**config.mk**
```make
export PLATFORM = sky130hd
export DESIGN_NAME = flush_ctrl
export DESIGN_NICKNAME = d
export VERILOG_FILES = /design/src/rtl/lc3b_types.sv /design/src/rtl/flush_event_decode.sv /design/src/rtl/flush_ctrl.sv
export SDC_FILE = /design/constraint.sdc
export NUM_CORES = 1
export LEC_CHECK = 0
export ABC_AREA = 1
export CORE_MARGIN = 2
export CORE_UTILIZATION = 59
export CTS_BUF_LIST = sky130_fd_sc_hd__clkbuf_4
export DETAILED_ROUTE_END_ITERATION = 16
export PLACE_DENSITY = 0.88
export SYNTH_ARGS = -nofsm -noshare
export SYNTH_HDL_FRONTEND = slang
export SYNTH_SLANG_ARGS = --single-unit
```
**constraint.sdc**
```tcl
create_clock -name clk -period 2.7 [get_ports clk]
set_input_delay 0.405 -clock clk [delete_from_list [all_inputs] [get_ports clk]]
set_output_delay 0.405 -clock clk [all_outputs]
set_load 0.03 [all_outputs]
```
**src/rtl/lc3b_types.sv**
```systemverilog
// rtl/lc3b_types.sv - LC-3b opcode encodings, pipeline stage indices and flush FSM state type
package lc3b_types;

    typedef logic [3:0] lc3b_opcode;

    localparam lc3b_opcode op_br   = 4'b0000;
    localparam lc3b_opcode op_add  = 4'b0001;
    localparam lc3b_opcode op_ldb  = 4'b0010;
    localparam lc3b_opcode op_stb  = 4'b0011;
    localparam lc3b_opcode op_jsr  = 4'b0100;
    localparam lc3b_opcode op_and  = 4'b0101;
    localparam lc3b_opcode op_ldw  = 4'b0110;
    localparam lc3b_opcode op_stw  = 4'b0111;
    localparam lc3b_opcode op_rti  = 4'b1000;
    localparam lc3b_opcode op_xor  = 4'b1001;
    localparam lc3b_opcode op_jmp  = 4'b1100;
    localparam lc3b_opcode op_shf  = 4'b1101;
    localparam lc3b_opcode op_lea  = 4'b1110;
    localparam lc3b_opcode op_trap = 4'b1111;

    localparam int STAGE_IF  = 0;
    localparam int STAGE_ID  = 1;
    localparam int STAGE_EX  = 2;
    localparam int STAGE_MEM = 3;
    localparam int STAGE_WB  = 4;
    localparam int NUM_PIPE_STAGES = 5;

    typedef enum logic [1:0] {
        IDLE   = 2'd0,
        PEND   = 2'd1,
        SQUASH = 2'd2
    } flush_state_t;

endpackage

```
**src/rtl/flush_event_decode.sv**
```systemverilog
// rtl/flush_event_decode.sv - combinational detection of control-flow redirects and their squash masks
module flush_event_decode
    import lc3b_types::*;
#(
    parameter int NUM_STAGES = NUM_PIPE_STAGES,
    parameter int EX_STAGE   = STAGE_EX,
    parameter int MEM_STAGE  = STAGE_MEM
) (
    input  logic [3:0]            i_ex_opcode,
    input  logic                  i_ex_valid,
    input  logic [3:0]            i_mem_opcode,
    input  logic                  i_mem_valid,
    input  logic                  i_branch_enable,
    output logic                  o_mem_event,
    output logic                  o_event,
    output logic [NUM_STAGES-1:0] o_mask,
    output logic [NUM_STAGES-1:0] o_mem_mask
);

    // Each resolving stage squashes only the younger stages in front of it.
    localparam logic [NUM_STAGES-1:0] EX_MASK  = NUM_STAGES'((1 << EX_STAGE) - 1);
    localparam logic [NUM_STAGES-1:0] MEM_MASK = NUM_STAGES'((1 << MEM_STAGE) - 1);

    logic w_ex_event;

    always_comb begin
        w_ex_event = 1'b0;
        if (i_ex_valid) begin
            case (i_ex_opcode)
                op_br:          w_ex_event = i_branch_enable;
                op_jmp, op_jsr: w_ex_event = 1'b1;
                default:        w_ex_event = 1'b0;
            endcase
        end
    end

    assign o_mem_event = i_mem_valid && (i_mem_opcode == op_trap);
    assign o_event     = o_mem_event || w_ex_event;
    // The trap is the older instruction, so it wins over a simultaneous EX redirect.
    assign o_mask      = o_mem_event ? MEM_MASK : (w_ex_event ? EX_MASK : '0);
    assign o_mem_mask  = MEM_MASK;

endmodule

```
**src/rtl/flush_ctrl.sv**
```systemverilog
// rtl/flush_ctrl.sv - pipeline flush controller with stall-aware pending and multi-cycle squash
module flush_ctrl
    import lc3b_types::*;
#(
    parameter int NUM_STAGES    = NUM_PIPE_STAGES,
    parameter int EX_STAGE      = STAGE_EX,
    parameter int MEM_STAGE     = STAGE_MEM,
    parameter int SQUASH_CYCLES = 2,
    parameter int CNT_W         = 16
) (
    input  logic                  clk,
    input  logic                  reset_n,
    input  logic [3:0]            ex_opcode,
    input  logic                  ex_valid,
    input  logic [3:0]            mem_opcode,
    input  logic                  mem_valid,
    input  logic                  branch_enable,
    input  logic                  stall,
    output logic [NUM_STAGES-1:0] flush_mask,
    output logic                  flush,
    output logic                  flush_pending,
    output logic [CNT_W-1:0]      flush_count
);

    localparam logic [3:0] CNT_LOAD = 4'(SQUASH_CYCLES - 1);
    localparam logic [3:0] CNT_FULL = 4'(SQUASH_CYCLES);
    localparam bit         MULTI    = (SQUASH_CYCLES > 1);

    flush_state_t          r_state;
    logic [NUM_STAGES-1:0] r_mask;
    logic [NUM_STAGES-1:0] r_pend_mask;
    logic [3:0]            r_cnt;
    logic [CNT_W-1:0]      r_count;

    flush_state_t          w_state_next;
    logic [NUM_STAGES-1:0] w_mask_next;
    logic [NUM_STAGES-1:0] w_pend_next;
    logic [3:0]            w_cnt_next;
    logic                  w_accept;
    logic [NUM_STAGES-1:0] w_flush_mask;
    logic [NUM_STAGES-1:0] w_sel;

    logic                  w_mem_event;
    logic                  w_event;
    logic [NUM_STAGES-1:0] w_ev_mask;
    logic [NUM_STAGES-1:0] w_mem_mask;

    flush_event_decode #(
        .NUM_STAGES (NUM_STAGES),
        .EX_STAGE   (EX_STAGE),
        .MEM_STAGE  (MEM_STAGE)
    ) u_decode (
        .i_ex_opcode     (ex_opcode),
        .i_ex_valid      (ex_valid),
        .i_mem_opcode    (mem_opcode),
        .i_mem_valid     (mem_valid),
        .i_branch_enable (branch_enable),
        .o_mem_event     (w_mem_event),
        .o_event         (w_event),
        .o_mask          (w_ev_mask),
        .o_mem_mask      (w_mem_mask)
    );

    always_ff @(posedge clk or negedge reset_n) begin
        if (!reset_n) begin
            r_state     <= IDLE;
            r_mask      <= '0;
            r_pend_mask <= '0;
            r_cnt       <= '0;
            r_count     <= '0;
        end else begin
            r_state     <= w_state_next;
            r_mask      <= w_mask_next;
            r_pend_mask <= w_pend_next;
            r_cnt       <= w_cnt_next;
            if (w_accept && (r_count != {CNT_W{1'b1}})) begin
                r_count <= r_count + CNT_W'(1);
            end
        end
    end

    always_comb begin
        w_state_next = r_state;
        w_mask_next  = r_mask;
        w_pend_next  = r_pend_mask;
        w_cnt_next   = r_cnt;
        w_accept     = 1'b0;
        w_flush_mask = '0;
        w_sel        = r_pend_mask;

        case (r_state)
            IDLE: begin
                if (w_event) begin
                    w_accept = 1'b1;
                    if (!stall) begin
                        w_flush_mask = w_ev_mask;
                        if (MULTI) begin
                            w_state_next = SQUASH;
                            w_mask_next  = w_ev_mask;
                            w_cnt_next   = CNT_LOAD;
                        end
                    end else begin
                        w_state_next = PEND;
                        w_pend_next  = w_ev_mask;
                    end
                end
            end

            PEND: begin
                // Only a trap can widen a pending flush; EX events are already in its shadow.
                if (w_mem_event && ((w_mem_mask & ~r_pend_mask) != '0)) begin
                    w_sel    = w_mem_mask;
                    w_accept = 1'b1;
                end
                if (stall) begin
                    w_pend_next = w_sel;
                end else begin
                    w_flush_mask = w_sel;
                    w_pend_next  = '0;
                    if (MULTI) begin
                        w_state_next = SQUASH;
                        w_mask_next  = w_sel;
                        w_cnt_next   = CNT_LOAD;
                    end else begin
                        w_state_next = IDLE;
                    end
                end
            end

            SQUASH: begin
                w_flush_mask = r_mask;
                if (w_mem_event && ((w_mem_mask & ~r_mask) != '0)) begin
                    w_accept    = 1'b1;
                    w_mask_next = w_mem_mask;
                    if (stall) begin
                        // Output holds while frozen; the full unstalled budget is still owed.
                        w_cnt_next = CNT_FULL;
                    end else begin
                        w_flush_mask = w_mem_mask;
                        if (MULTI) begin
                            w_cnt_next = CNT_LOAD;
                        end else begin
                            w_state_next = IDLE;
                            w_mask_next  = '0;
                            w_cnt_next   = '0;
                        end
                    end
                end else if (!stall) begin
                    if (r_cnt <= 4'd1) begin
                        w_state_next = IDLE;
                        w_mask_next  = '0;
                        w_cnt_next   = '0;
                    end else begin
                        w_cnt_next = r_cnt - 4'd1;
                    end
                end
            end

            default: begin
                w_state_next = IDLE;
                w_mask_next  = '0;
                w_pend_next  = '0;
                w_cnt_next   = '0;
            end
        endcase
    end

    assign flush_mask    = reset_n ? w_flush_mask : '0;
    assign flush         = |flush_mask;
    assign flush_pending = (r_state == PEND);
    assign flush_count   = r_count;

endmodule

```
==> results.md <==
- Cell taking the most area after synthesis: dfrtp_1
- Largest net degree at the start of global routing: 25
- First-pass DRT Iterations: 5
- Crit-path max FO: 10
- Row count: 21
- Least-Margin Pin Slew: 0.759 ns
- CTS tree: yes
- Global Route Usage Sum: 26.0%
- Syn-to-layout area delta: 23.2%
- Core area: 3360 um^2
- Crit share post-route: 90.3%
- VDD IR max: 563 uV
- Crit-path max cell delay: 0.46 ns
- Sw frac: 41.3%
- Register share of total power: 37.2%
- DRC viols: 0
- Diodes inserted: 0
- IO Port Bufs: 36
- Clock power frac: 19.9%
- Clock root cell: clkbuf_4
- First-pass GRT wire length: 8.14 mm
- PwrDens: 731 nW/um^2
- Finished Cell Area: 2550 um^2
- Hold crit path type: in2async
- Ranking of synthesized cells by area: dfrtp_1, nand2_1, nand3_1
- CP Launch Point: mem_opcode[2]
- Chip Width: 63.3 um
- Worst setup SP type: input pin
- Vias in the first global route: 1,828
- Post-detail-place hpwl: 3.58 mm
- Cells after Synth: 282
- Worst setup EP type: primary output
- Clock insertion delay at the later pin of the skew report: 0.34 ns
- Max-Slew Margin vs Limit: 49.0%
- Number of synthesized flops with an enable pin: 0
- Maximum clock rate: 0.410 GHz
- WHS: 0.345 ns
- Crit Path Category: in2out
- Post-layout nets: 341
- Setup Buffers After CTS: 0
- TritonCTS buffer count: 5
- IO Pins: 37
- Share of the synthesized area in the top cell type: 38.6%
- Total power: 1.87 mW
- Pre-CTS WS: 0.275 ns
- Setup tns final: 0 ns
- Die area: 4000 um^2
- Finished Core Util: 75.9%
- Slowest-stage cell, CP: clkdlybuf4s50_1
- Top post-synthesis cells by count: nand2_1, nand3_1, dfrtp_1, inv_1, o21ai_0
- Combinational share of power: 42.8%
- Cells after DPL: 363
- PostCTS Resize Cnt: 0
- CP Data Required Time: 2.30 ns
- H-tree level count: 2
- P_leak: 1.23 nW
- Initial core utilization: 61.6%
- Seq cells post-synth: 32
- Clock tree buffer depth: 2
- Clock transition at the registers of the reported paths: 0.10 ns
- Avg WL per Cell: 13.0 um
- Most frequent CP cell: nand3_1
- NetSw: 771 uW
- Post-synthesis average cell area: 7.35 um^2
- Warnings, synthesis: 0
- CTS sink cnt: 32
- Layout cells sized above 1: 9.23%
- Crit path time final: 2.44 ns
- Sequential fraction of the synthesis area: 38.6%
- Worst r2r src: r_state[1]
- Status: complete, no violations
- Final Hold Viols: 0
- Final setup violation count: 0
- Mapped Area: 2070 um^2
- Area after DPL: 2470 um^2
- Crit path arrival time: 2.03 ns
- Die height: 63.3 um
- RSZ-0062 raised after global routing: no
- Max-Cap Viols: 0
- Detailed Route Iter0 Violations: 139
- Antenna violations before repair: 0
- Asr flop ratio synth: 100%
- Hold buffers post-CTS: 0
- Final worst slack: 0.262 ns
- Final non-filler cell total: 371
- Vias: 2,043
- Synth Net Count: 299
- Final ANT Viol Nets: 0
- GPL Wtd Cong: 0.901
- Max Slew Vio Count: 0
- Top-count cell post-synth: nand2_1
- GRT overflow: 0
- Ys flop type: dfrtp_1
- Aggregate routed wire length: 4.81 mm
- Via/cell ratio: 5.51
- Internal power: 1.09 mW
- Worst clock skew: 0.00906 ns
- Yosys cell types: 32
- Critical path, cell by cell: clkdlybuf4s50_1 -> nand3_1 -> nor2_4 -> nand3_1 -> nand3_1 -> nand2_1 -> o21bai_1 -> nand3_1 -> buf_4
-- critical path: cells and delay by family --
kind            cells  cell delay [ns]
simple gates        6             0.86
compound gates      1             0.14
buf+inv             2             0.63
-- cell type report --
| class | count | area (um^2) |
|---|---|---|
| Clock buffer | 6 | 45.0 |
| Clock inverter | 2 | 35.0 |
| Fill cell | 265 | 810 |
| Inverter | 32 | 120 |
| Multi-Input combinational cell | 213 | 1120 |
| Sequential cell | 32 | 801 |
| Tap cell | 46 | 57.6 |
| Timing Repair Buffer | 40 | 375 |
-- layer usage --
metal,vias up,share of wire (%),GRT usage (%)
met5,-,0,0
met4,0,1.9,10.3
met3,14,7.4,5.71
met2,83,44,39.4
met1,943,46,36.4
li1,1003,-,-
-- final timing paths --
check,slack [ns],cells after the start,to
min,0.34,2,r_cnt[3]
max,0.26,9,flush
min in group clk,0.51,2,r_pend_mask[3]
max reg2reg,0.61,7,flush_count[5]
min reg2reg,0.51,2,r_pend_mask[3]
max in group asynchronous,1.83,3,r_state[1]
-- logic make-up after synthesis --
| logic type | after synthesis | share of synthesized area (%) |
|---|---|---|
| compound gates | 34 | 9.35 |
| xor+xnor | 16 | 6.76 |
| fa+ha+maj | 3 | 1.81 |
| buf+inv | 37 | 7.36 |
| flops | 32 | 38.6 |
| simple gates | 160 | 36.1 |
-- state kept, by name (all words and copies together), names as in the netlist --
name / count
r_cnt: 4
r_pend_mask: 5
r_mask: 5
r_state: 2
flush_count: 16
-- cells in the final DEF (no fill, tap or decap), drive strengths merged, types with 8 or more instances in the layout --
cell type / instances
clkdlybuf4s50: 30
buf: 10
nor3: 8
xor2: 10
nand2: 87
inv: 32
nand3: 37
nor2: 20
dfrtp: 32
o21ai: 18
-- power groups by stage --
stage	Clock (mW)	Sequential, mW	Combinational [mW]
after global placement	0	0.694	0.772
final	0.372	0.695	0.799
after CTS	0.374	0.693	0.799
after detailed placement	0	0.702	0.796
after floorplan	0	0.728	0.507
after global routing	0.395	0.709	0.897
No activity file was read; power rests on OpenSTA's default activity.
